<file path="config.mk">
export PLATFORM = sky130hd
export DESIGN_NAME = dsp_mac_feeder
export DESIGN_NICKNAME = d
export VERILOG_FILES = /design/src/rtl/dsp_mac_pkg.sv /design/src/rtl/dsp_tag_pipe.sv /design/src/rtl/dsp_mac_feeder.sv
export SDC_FILE = /design/constraint.sdc
export NUM_CORES = 1
export LEC_CHECK = 0
export ABC_AREA = 1
export CORE_MARGIN = 3
export CORE_UTILIZATION = 43
export CTS_CLUSTER_DIAMETER = 40
export CTS_CLUSTER_SIZE = 28
export DETAILED_ROUTE_END_ITERATION = 6
export PLACE_DENSITY = 0.95
export SETUP_SLACK_MARGIN = 0.2
export SYNTH_ARGS = -nofsm -noshare
export SYNTH_HDL_FRONTEND = slang
export SYNTH_SLANG_ARGS = --single-unit
</file>
<file path="constraint.sdc">
create_clock -name clk -period 1.9 [get_ports clk]
set_input_delay 0.475 -clock clk [delete_from_list [all_inputs] [get_ports clk]]
set_output_delay 0.475 -clock clk [all_outputs]
set_load 0.02 [all_outputs]
</file>
<file path="src/rtl/dsp_mac_pkg.sv">
// Shared constants and types for the DSP48A1 MAC operand feeder.
package dsp_mac_pkg;

  localparam int DATA_W_DEF   = 18;
  localparam int ACC_W_DEF    = 48;
  localparam int CNT_W_DEF    = 8;
  localparam int PIPE_LAT_DEF = 3;

  // OPMODE encodings: [1:0] X mux, [3:2] Z mux, post-adder add, no carry-in
  localparam logic [7:0] OPM_ZERO = 8'h00;  // X=0, Z=0
  localparam logic [7:0] OPM_LOAD = 8'h01;  // X=M, Z=0 : start a new sum
  localparam logic [7:0] OPM_ACC  = 8'h09;  // X=M, Z=P : accumulate

  // Per-beat tag travelling alongside the slice pipeline
  typedef struct packed {
    logic valid;
    logic last;
  } tag_t;

endpackage

</file>
<file path="src/rtl/dsp_tag_pipe.sv">
// Fixed-depth shift register of beat tags that tracks a beat through the
// slice pipeline, plus a flag telling whether any frame end is in flight.
module dsp_tag_pipe
  import dsp_mac_pkg::*;
#(
  parameter int DEPTH = PIPE_LAT_DEF + 1
) (
  input  logic clk,
  input  logic rst_n,
  input  tag_t i_tag,
  output tag_t o_tag,
  output logic o_last_inflight
);

  tag_t [DEPTH-1:0] r_pipe;

  // Shift one stage per edge; synchronous clear drops any in-flight frame
  always_ff @(posedge clk) begin
    if (!rst_n) r_pipe <= '0;
    else        r_pipe <= {r_pipe[DEPTH-2:0], i_tag};
  end

  // OR-reduce "valid last" over every stage
  always_comb begin
    o_last_inflight = 1'b0;
    for (int i = 0; i < DEPTH; i++)
      o_last_inflight = o_last_inflight | (r_pipe[i].valid & r_pipe[i].last);
  end

  assign o_tag = r_pipe[DEPTH-1];

endmodule

</file>
<file path="src/rtl/dsp_mac_feeder.sv">
// Operand sequencer for a DSP48A1 slice (A1/B1/M/P/OPMODE registered):
// streams (a,b) pairs into the slice so P accumulates sum(a*b) per frame,
// then captures P into a valid/ready result port.
module dsp_mac_feeder
  import dsp_mac_pkg::*;
#(
  parameter int DATA_W   = DATA_W_DEF,
  parameter int ACC_W    = ACC_W_DEF,
  parameter int CNT_W    = CNT_W_DEF,
  parameter int PIPE_LAT = PIPE_LAT_DEF
) (
  input  logic              clk,
  input  logic              rst_n,
  input  logic              s_valid,
  output logic              s_ready,
  input  logic [DATA_W-1:0] s_a,
  input  logic [DATA_W-1:0] s_b,
  input  logic              s_last,
  output logic [DATA_W-1:0] dsp_a,
  output logic [DATA_W-1:0] dsp_b,
  output logic [7:0]        dsp_opmode,
  output logic              dsp_rst,
  output logic              dsp_ce,
  input  logic [ACC_W-1:0]  dsp_p,
  output logic              m_valid,
  input  logic              m_ready,
  output logic [ACC_W-1:0]  m_data,
  output logic [CNT_W-1:0]  m_count,
  output logic              m_sat
);

  localparam logic [CNT_W-1:0] CNT_MAX = '1;

  logic             w_accept;
  logic             w_last_inflight;
  logic             w_capture;
  tag_t             w_tag_in;
  tag_t             w_tag_out;
  logic             r_first;      // next accepted beat opens a frame
  logic             r_load_pend;  // operands just issued were a frame's first term
  logic [CNT_W-1:0] r_cnt;

  // Slice resets on the same edge as the feeder; CE held off while in reset
  assign dsp_rst = ~rst_n;
  assign dsp_ce  = rst_n;

  // Only one frame end may be in flight, and none while a result is pending
  assign s_ready  = rst_n & ~m_valid & ~w_last_inflight;
  assign w_accept = s_valid & s_ready;
  assign w_tag_in = '{valid: w_accept, last: w_accept & s_last};

  dsp_tag_pipe #(.DEPTH(PIPE_LAT + 1)) u_tag_pipe (
    .clk            (clk),
    .rst_n          (rst_n),
    .i_tag          (w_tag_in),
    .o_tag          (w_tag_out),
    .o_last_inflight(w_last_inflight)
  );

  assign w_capture = w_tag_out.valid & w_tag_out.last;

  // Operand drive: accepted beat, otherwise a zero bubble (adds 0 to P)
  always_ff @(posedge clk) begin
    if (!rst_n || !w_accept) begin
      dsp_a <= '0;
      dsp_b <= '0;
    end else begin
      dsp_a <= s_a;
      dsp_b <= s_b;
    end
  end

  // Opmode lags operands by one edge so the slice's OPMODE reg lines up with M
  always_ff @(posedge clk) begin
    if (!rst_n) begin
      r_load_pend <= 1'b0;
      dsp_opmode  <= OPM_ZERO;
    end else begin
      r_load_pend <= w_accept & r_first;
      dsp_opmode  <= r_load_pend ? OPM_LOAD : OPM_ACC;
    end
  end

  // Saturating term counter; reloads on the first beat of each frame
  always_ff @(posedge clk) begin
    if (!rst_n) begin
      r_cnt   <= '0;
      r_first <= 1'b1;
    end else if (w_accept) begin
      r_first <= s_last;
      if (r_first)              r_cnt <= CNT_W'(1);
      else if (r_cnt != CNT_MAX) r_cnt <= r_cnt + CNT_W'(1);
    end
  end

  // Capture P when the frame-end tag leaves the pipe; hold until handshake
  always_ff @(posedge clk) begin
    if (!rst_n) begin
      m_valid <= 1'b0;
      m_data  <= '0;
      m_count <= '0;
      m_sat   <= 1'b0;
    end else if (w_capture) begin
      m_valid <= 1'b1;
      m_data  <= dsp_p;
      m_count <= r_cnt;
      m_sat   <= (r_cnt == CNT_MAX);
    end else if (m_valid && m_ready) begin
      m_valid <= 1'b0;
    end
  end

endmodule
</file>
# == After elaboration in Yosys (flattened, before gate mapping) ==
# Cells that the tools add are included.
# Widths: inputs -> output; s select.
# word_totals
register_bits,120
wordCells,48
# classes
n_addsub,1
n_eq_ne,2
mux,5
bitwise,15
n_reduce_logical,7
# op_table
op,count
$mux 8,2
$and 1x1->1,9
$add 8x1->8 const B,1
$eq 8x8->1 const B,1
$ne 8x8->1 const B,1
$mux 4,1
$reduce_bool 2->1,2
$not 1->1,3
$or 1x1->1,3
$logic_not 1->1,2
$mux 1,2
$reduce_and 2->1,1
$logic_and 1x1->1,1
$logic_or 1x1->1,1

# == Longest topological paths before layout ==
# Gate-level depths: netlist of the first run.
# logic_depth
ltp_word,9
ltp_mapped,9

# == Cells and area by module ==
# A second synthesis of the first run with hierarchy kept.
# unflattened
cells_unflattened,506
area_unflattened_um2,3977.6
# by_module_without_submodules
mod,instances,cells_each,area_each_um2,seq_area_each_um2
dsp_mac_feeder,1,470,3703.6,2122.0
dsp_tag_pipe,1,36,274.0,160.2

# == Worst setup path after synthesis of the first run ==
# Ideal clock, no wire load.
# synth_timing
path_kind,input to register
startpoint,input rst_n
endpoint,register r_cnt[7]
setup_ns,0.056
arrival_time_ns,1.380
slack_ns,0.464
cell_stages,8
path_buffers,2
path_cell_list,buf_4 -> nand3_2 -> nor2_4 -> nand2_2 -> buf_6 -> a21oi_1 -> nand2_1 -> inv_1
# synth_via
elab_chain_len,4
# synth_lines
item,line_no,rtl
start: declaration,dsp_mac_feeder.sv:13,"input logic rst_n,"
$and 1x1->1 (2 in a row),dsp_mac_feeder.sv:48,assign s_ready = rst_n & ~m_valid & ~w_last_inflight;
named net s_ready,dsp_mac_feeder.sv:15,"output logic s_ready,"
$and 1x1->1,dsp_mac_feeder.sv:49,assign w_accept = s_valid & s_ready;
$reduce_and 2->1 (no line),-,
end signal: assignment,dsp_mac_feeder.sv:92,else if (r_cnt != CNT_MAX) r_cnt <= r_cnt + CNT_W'(1);
end: declaration,dsp_mac_feeder.sv:41,logic [CNT_W-1:0] r_cnt;
# The timed path passes the listed nets, and every way through them passes these cells.
# A chain may end at the register's enable or synchronous reset.

# == Final worst setup path of the first run ==
# layout_timing
startpoint,register u_tag_pipe.r_pipe (netlist bit u_tag_pipe.o_tag[0])
endpoint,output s_ready
# layout_via
elab_chain_len,4
# layout_lines
item,line_no,rtl
start: declaration,dsp_tag_pipe.sv:15,tag_t [DEPTH-1:0] r_pipe;
start signal: assignment,dsp_tag_pipe.sv:20,"else r_pipe <= {r_pipe[DEPTH-2:0], i_tag};"
$and 1x1->1,dsp_tag_pipe.sv:27,o_last_inflight = o_last_inflight | (r_pipe[i].valid & r_pipe[i].last);
$or 1x1->1,dsp_tag_pipe.sv:27,
$not 1->1,dsp_mac_feeder.sv:48,
$and 1x1->1,dsp_mac_feeder.sv:48,
end: declaration,dsp_mac_feeder.sv:15,
# No other way between the ends.

==> results of run 1 <==
## area by class of cell
type	count	area share, %
clock buffer	17	6.43
clock inverter	14	2.18
inverter	110	6.41
multi-input combinational	238	18.1
sequential	114	35.5
tap	108	2.10
timing repair buffer	200	29.3
## metal layers
metal,routed length [um],vias up
met5,0,-
met4,142,0
met3,624,14
met2,6130,125
met1,4270,1683
li1,-,1861
## through the flow
step	total power [mW]	setup WS (ns)
floorplan	2.70	0.464
global placement	2.97	-0.0622
detailed placement	2.99	-0.0535
CTS	5.89	0.134
global route	6.06	0.109
finish	5.84	0.175
## power groups by stage
stage | registers (mW) | clock network (mW) | logic, mW
after detailed placement | 2.51 | 0 | 0.477
after global routing | 2.46 | 3.11 | 0.492
after global placement | 2.51 | 0 | 0.463
after floorplan | 2.55 | 0 | 0.145
after CTS | 2.46 | 2.98 | 0.455
final | 2.46 | 2.92 | 0.454
## registers in the layout, indices dropped and copies added (netlist names), 2 cells and up
signal / count
u_tag_pipe.r_pipe: 6
r_cnt: 8
m_count: 8
m_data: 48
dsp_b: 18
dsp_opmode: 2
u_tag_pipe.o_tag: 2
dsp_a: 18
## cell usage in the layout, fill, tap and decap left out, types with 2 or more instances in the layout
cell type	Yosys	final
a21oi_1	5	5
buf_4	8	12
bufinv_16	0	2
clkbuf_16	0	16
clkbuf_2	1	3
clkdlybuf4s15_1	0	35
clkdlybuf4s50_1	0	87
clkinv_2	0	6
clkinv_4	0	3
clkinvlp_4	0	2
conb_1	1	6
dfxtp_1	114	112
dfxtp_2	0	2
dlygate4sd2_1	0	60
inv_1	109	108
nand2_1	37	35
nand2_2	1	3
nand3_1	64	62
nand3_2	3	4
nor2_1	44	43
nor2_2	11	12
o21ai_0	60	60
## cell families (layout without fill, tap and decap cells)
group / count (synthesis) / after routing / share of synthesized area (%)
adders and majority gates: 1 / 1 / 0.314
DFF: 114 / 114 / 57.2
and+or+nand+nor: 163 / 163 / 19.0
buffers and inverters: 141 / 341 / 14.7
xor gates and xnor gates: 1 / 1 / 0.220
AOI/OAI and AO/OA: 67 / 67 / 8.53
other: 1 / 6 / 0.0940
## worst min-delay path by stage
stage,start,endpoint,cells past startpoint
2_1_floorplan,r_load_pend,dsp_opmode[3],1
3_3_place_gp,r_load_pend,dsp_opmode[3],1
3_5_place_dp,r_load_pend,dsp_opmode[3],1
4_1_cts,r_load_pend,dsp_opmode[3],1
5_1_grt,r_load_pend,dsp_opmode[3],1
6_report,r_load_pend,dsp_opmode[3],1
## repair_timing
item / in CTS / in global routing
setup endpoints to repair: 99 / 41
buffers inserted: 0 / 1
hold buffers: 0 / 0
pin swaps: 3 / 5
resized for setup: 106 / 46
==> impl_metrics.json, run 1 <==
{
  "floorplan.initialDensity_pct": 45.1,
  "syn_inst": 488,
  "dp_hpwl_mm": 8.19,
  "hold_slack_ns": 0.397,
  "track_usage_pct": 21.8,
  "seqCellArea_sq_um": 2280,
  "p_clk_share_pct": 50.1,
  "grt_busiest_layer": "met2",
  "max_slew_margin_pct": 62.1,
  "fp.dieH_um": 102,
  "setup_tns_ns": 0,
  "slowest_delay_ns": 0.33,
  "grt_overflow": 0,
  "grt_pass1_vias": 3801,
  "synth_common_cells": "dfxtp_1, inv_1, nand3_1",
  "use_met1_pct": 23.3,
  "firstDrtPassIters": 4,
  "cts_root_buffer": "clkbuf_8",
  "cp_cell_sequence": "nand2_2, nand3_4, nor2_4, buf_6",
  "finalCritPeriodShare_pct": 90.8,
  "syn_area_per_cell_sq_um": 8.18,
  "layout_min_cycle_time_ns": 1.73,
  "cts.sinks": 114,
  "startpoint": "u_tag_pipe.o_tag[0]",
  "cp.arrival_ns": 1.25,
  "stdcell_count": 801,
  "syn_area_sq_um": 3990,
  "fp.dieArea_sq_um": 10500,
  "crit_buf_inv": 1,
  "yosysTopAreaCellShare_pct": 57.2,
  "core_region_area_sq_um": 8850,
  "wl_mm": 11.2,
  "clock_path_buffers": 2,
  "yosysUniqueCellTypes": 25,
  "critPathTopFamily": "flip-flops",
  "hold_viol": 0,
  "dr_total_vias": 3683,
  "multi_input_area_sq_um": 1170,
  "power_switching_mw": 1.31,
  "drv_slew": 0,
  "rows": 34,
  "vdd_drop_max_mv": 0.637,
  "area_delta_synth_final_pct": 61.4,
  "placed_cells": 769,
  "p_int_mw": 4.53,
  "synth_edf_count": 0,
  "synth.largest_area_cell": "dfxtp_1",
  "yosysSeqAreaShare_pct": 57.2,
  "use_met3_pct": 6.83,
  "fp.dieW_um": 102,
  "swShare_pct": 22.4,
  "gp_congestion": 0.851,
  "antenna_found_initial": 0,
  "ant_nets": 0,
  "async_flop_share_pct": 0,
  "synth-seq-cells": 114,
  "r2r_slack_ns": 0.32,
  "final_area_sq_um": 6440,
  "port_buffers": 187,
  "grt_setup_unrepaired": "yes",
  "drt_iter0_markers": 202,
  "met2_usage_pct": 40.5,
  "drive_above_1_share_pct": 10.7,
  "h-tree-depth": 4,
  "io_pins": 194,
  "yosysWarningCount": 0,
  "antennaDiodeCount": 0,
  "cts_buffers": 17,
  "synth_ff_type": "dfxtp_1",
  "grt_max_degree": 59,
  "fillCellCount": 679,
  "finalSetupViolCount": 0,
  "clock_skew_ns": 0.0126,
  "cts_tree": "yes",
  "viasPerCell": 4.60,
  "cap_viol_max_count": 0,
  "synthTopCellsByArea": "dfxtp_1, inv_1, nand3_1",
  "tightest_slew_ns": 0.569,
  "grt_pass1_wl_mm": 17.6,
  "cp_max_fo": 2,
  "drc": 0,
  "critPathSlowestCell": "dfxtp_2",
  "worstReg2RegStart": "r_cnt[0]",
  "crit_end": "s_ready",
  "p_leak_nw": 3.16,
  "cp-start-kind": "flip-flop",
  "critPathRequiredTime_ns": 1.42,
  "final_util_pct": 72.8,
  "yosysMostFrequentCell": "dfxtp_1",
  "cp-end-kind": "output pin",
  "status": "finished clean",
  "p_per_area_nw_per_um2": 906,
  "p_seq_share_pct": 42.1,
  "clk_latency_ns": 0.51,
  "p_comb_share_pct": 7.8,
  "avgRoutedWirePerCell_um": 13.9,
  "crit_cells": 4,
  "critPathKind": "flip-flop to output pin",
  "max_freq_ghz": 0.580,
  "r2r_cells": 7,
  "finalNetCount": 771,
  "min_path_type": "flip-flop to flip-flop",
  "clkTransAtPathRegs_ns": 0.06,
  "reg2reg_to": "r_cnt[0]",
  "place_area_sq_um": 5950
}
No activity file was read; power rests on OpenSTA's default activity.
==> run 2, diff against run 1 <==
--- a/config.mk
+++ b/config.mk
@@ -6,13 +6,14 @@
 export NUM_CORES = 1
 export LEC_CHECK = 0
 export ABC_AREA = 1
-export CORE_MARGIN = 3
+export CORE_MARGIN = 1.5
 export CORE_UTILIZATION = 43
 export CTS_CLUSTER_DIAMETER = 40
 export CTS_CLUSTER_SIZE = 28
 export DETAILED_ROUTE_END_ITERATION = 6
 export PLACE_DENSITY = 0.95
 export SETUP_SLACK_MARGIN = 0.2
+export SKIP_CTS_REPAIR_TIMING = 1
 export SYNTH_ARGS = -nofsm -noshare
 export SYNTH_HDL_FRONTEND = slang
 export SYNTH_SLANG_ARGS = --single-unit
==> run 2 against run 1 <==
  * Setup slack worse by 0.11 ns
  * Sequential power hardly changed
  * Final cell count fell by 0.25%
  * Largest cell class unchanged
  * Sequential share of layout area fell by 2.1 points
  * The run now ends with DRC left
  * Hold slack lost 0.019 ns
  * Global-route usage is 2.2 points higher
  * Die area is 5.8% lower
  * Wire length increased by 14%
==> impl_metrics.json, run 2 (synthesis gave the netlist of run 1 again) <==
{
  "drc": 1,
  "p_int_mw": 5.03,
  "vdd_drop_max_mv": 0.948,
  "port_buffers": 187,
  "min_path_type": "input port to flip-flop",
  "critPathSlowestCell": "dfxtp_1",
  "avgRoutedWirePerCell_um": 16.0,
  "gp_congestion": 0.829,
  "max_slew_margin_pct": 62.6,
  "critPathTopFamily": "flip-flops",
  "finalNetCount": 768,
  "cp-end-kind": "output pin",
  "p_seq_share_pct": 38.5,
  "clock_skew_ns": 0.00690,
  "track_usage_pct": 24.0,
  "dr_total_vias": 3922,
  "drv_slew": 0,
  "layout_commonest_cell": "dfxtp_1",
  "tightest_slew_ns": 0.561,
  "clk_latency_ns": 0.51,
  "p_per_area_nw_per_um2": 932,
  "place_area_sq_um": 5930,
  "p_comb_share_pct": 7.5,
  "cp-start-kind": "flip-flop",
  "antennaDiodeCount": 0,
  "hold_viol": 0,
  "cts.sinks": 114,
  "grt_setup_unrepaired": "yes",
  "p_leak_nw": 4.60,
  "max_flop_register": "m_data",
  "cp_cell_sequence": "inv_1, nand3_2, nor2_4, buf_4",
  "swShare_pct": 21.2,
  "viasPerCell": 4.91,
  "max_freq_ghz": 0.545,
  "grt_max_degree": 58,
  "cts_buffers": 17,
  "clock_path_buffers": 2,
  "largest_register_ffs": 48,
  "area_delta_synth_final_pct": 71.5,
  "setup_tns_ns": 0,
  "floorplan.initialDensity_pct": 45.1,
  "critPathKind": "flip-flop to output pin",
  "crit_buf_inv": 2,
  "violations": "DRC",
  "drt_iter0_markers": 273,
  "finalSetupViolCount": 0,
  "p_clk_share_pct": 54.0,
  "cp_max_fo": 2,
  "wl_mm": 12.8,
  "antenna_found_initial": 0,
  "grt_pass1_vias": 3925,
  "fp.dieArea_sq_um": 9870,
  "cts_tree": "yes",
  "fp.dieH_um": 99.3,
  "slowest_delay_ns": 0.32,
  "fillCellCount": 506,
  "finalCritPeriodShare_pct": 96.6,
  "firstDrtPassIters": 7,
  "io_pins": 194,
  "clkTransAtPathRegs_ns": 0.05,
  "critPathRequiredTime_ns": 1.42,
  "final_area_sq_um": 6840,
  "cap_viol_max_count": 0,
  "status": "finished, violations left",
  "h-tree-depth": 4,
  "layout_min_cycle_time_ns": 1.84,
  "core_region_area_sq_um": 8850,
  "drive_above_1_share_pct": 9.26,
  "layout_common_cells": "dfxtp_1, inv_1, dlymetal6s2s_1",
  "grt_pass1_wl_mm": 18.6,
  "fp.dieW_um": 99.3,
  "dp_hpwl_mm": 8.22,
  "top_regs": "m_data x48, dsp_a x18, dsp_b x18",
  "power_switching_mw": 1.35,
  "ant_nets": 0,
  "cp.arrival_ns": 1.36,
  "grt_overflow": 0,
  "rows": 34,
  "cts_root_buffer": "clkbuf_8"
}
-- run 2: cell types whose count changed in the layout (fill, tap and decap cells not counted), moves of 3 or more --
cell             change
clkinvlp_4           +3
bufinv_16            +3
clkdlybuf4s15_1     -35
clkinv_2             -4
dlymetal6s2s_1      +98
dlygate4sd2_1       -60
clkinv_4             -3
clkbuf_2             -3
-- run 2: worst register-to-register path, stage by stage, from the launching register on --
cell and delay [ns]:
dfxtp_1 0.39, ha_1 0.20, nand2_1 0.12, nor2_1 0.18
nand3_2 0.18, inv_1 0.14, nor2_4 0.07, nor2_1 0.12
nor2_1 0.07
-- run 2: power by group through the flow --
stage | sequential, mW | combinational (mW) | clock, mW
2_1_floorplan | 2.55 | 0.145 | 0
3_3_place_gp | 2.51 | 0.459 | 0
3_5_place_dp | 2.51 | 0.472 | 0
4_1_cts | 2.46 | 0.478 | 3.47
5_1_grt | 2.46 | 0.507 | 3.58
6_report | 2.46 | 0.476 | 3.45
-- run 2: final cells by class --
type | count | area (sq um) | share of cell area (%)
timing repair buffer | 197 | 2200 | 32.1
multi-input combinational | 238 | 1170 | 17.0
clock inverter | 13 | 206 | 3.02
tap | 108 | 135 | 1.98
sequential | 114 | 2280 | 33.4
clock buffer | 19 | 442 | 6.46
inverter | 110 | 413 | 6.04
-- run 2: per-stage QoR --
stage	power (mW)	hold slack [ns]	std cells	utilization [%]	setup WS [ns]
2_1_floorplan	2.70	0.368	493	-	0.464
3_3_place_gp	2.97	0.378	767	67.1	-0.0652
3_5_place_dp	2.98	0.376	767	67.1	-0.0653
4_1_cts	6.41	0.345	799	74.4	-0.386
5_1_grt	6.55	0.366	799	77.3	0.0226
6_report	6.38	0.378	799	77.3	0.0650
-- run 2: final timing paths --
check	startpoint	to	slack, ns	cells after the start
setup / recovery	m_valid	s_ready	0.06	4
hold / removal	rst_n	u_tag_pipe.r_pipe[1]	0.38	3
setup reg to reg	r_cnt[0]	r_cnt[1]	0.31	8
hold reg to reg	r_load_pend	dsp_opmode[3]	0.40	1
-- run 2: metal layers --
metal / track usage (%) / vias to the layer above / share of wire (%) / routed length [um]
met4: 11.7 / 0 / 3.2 / 412
met5: 0 / - / 0 / 0
met3: 5.97 / 41 / 6.0 / 768
met2: 45.8 / 201 / 54 / 6840
li1: - / 1856 / - / -
met1: 24.2 / 1824 / 37 / 4750
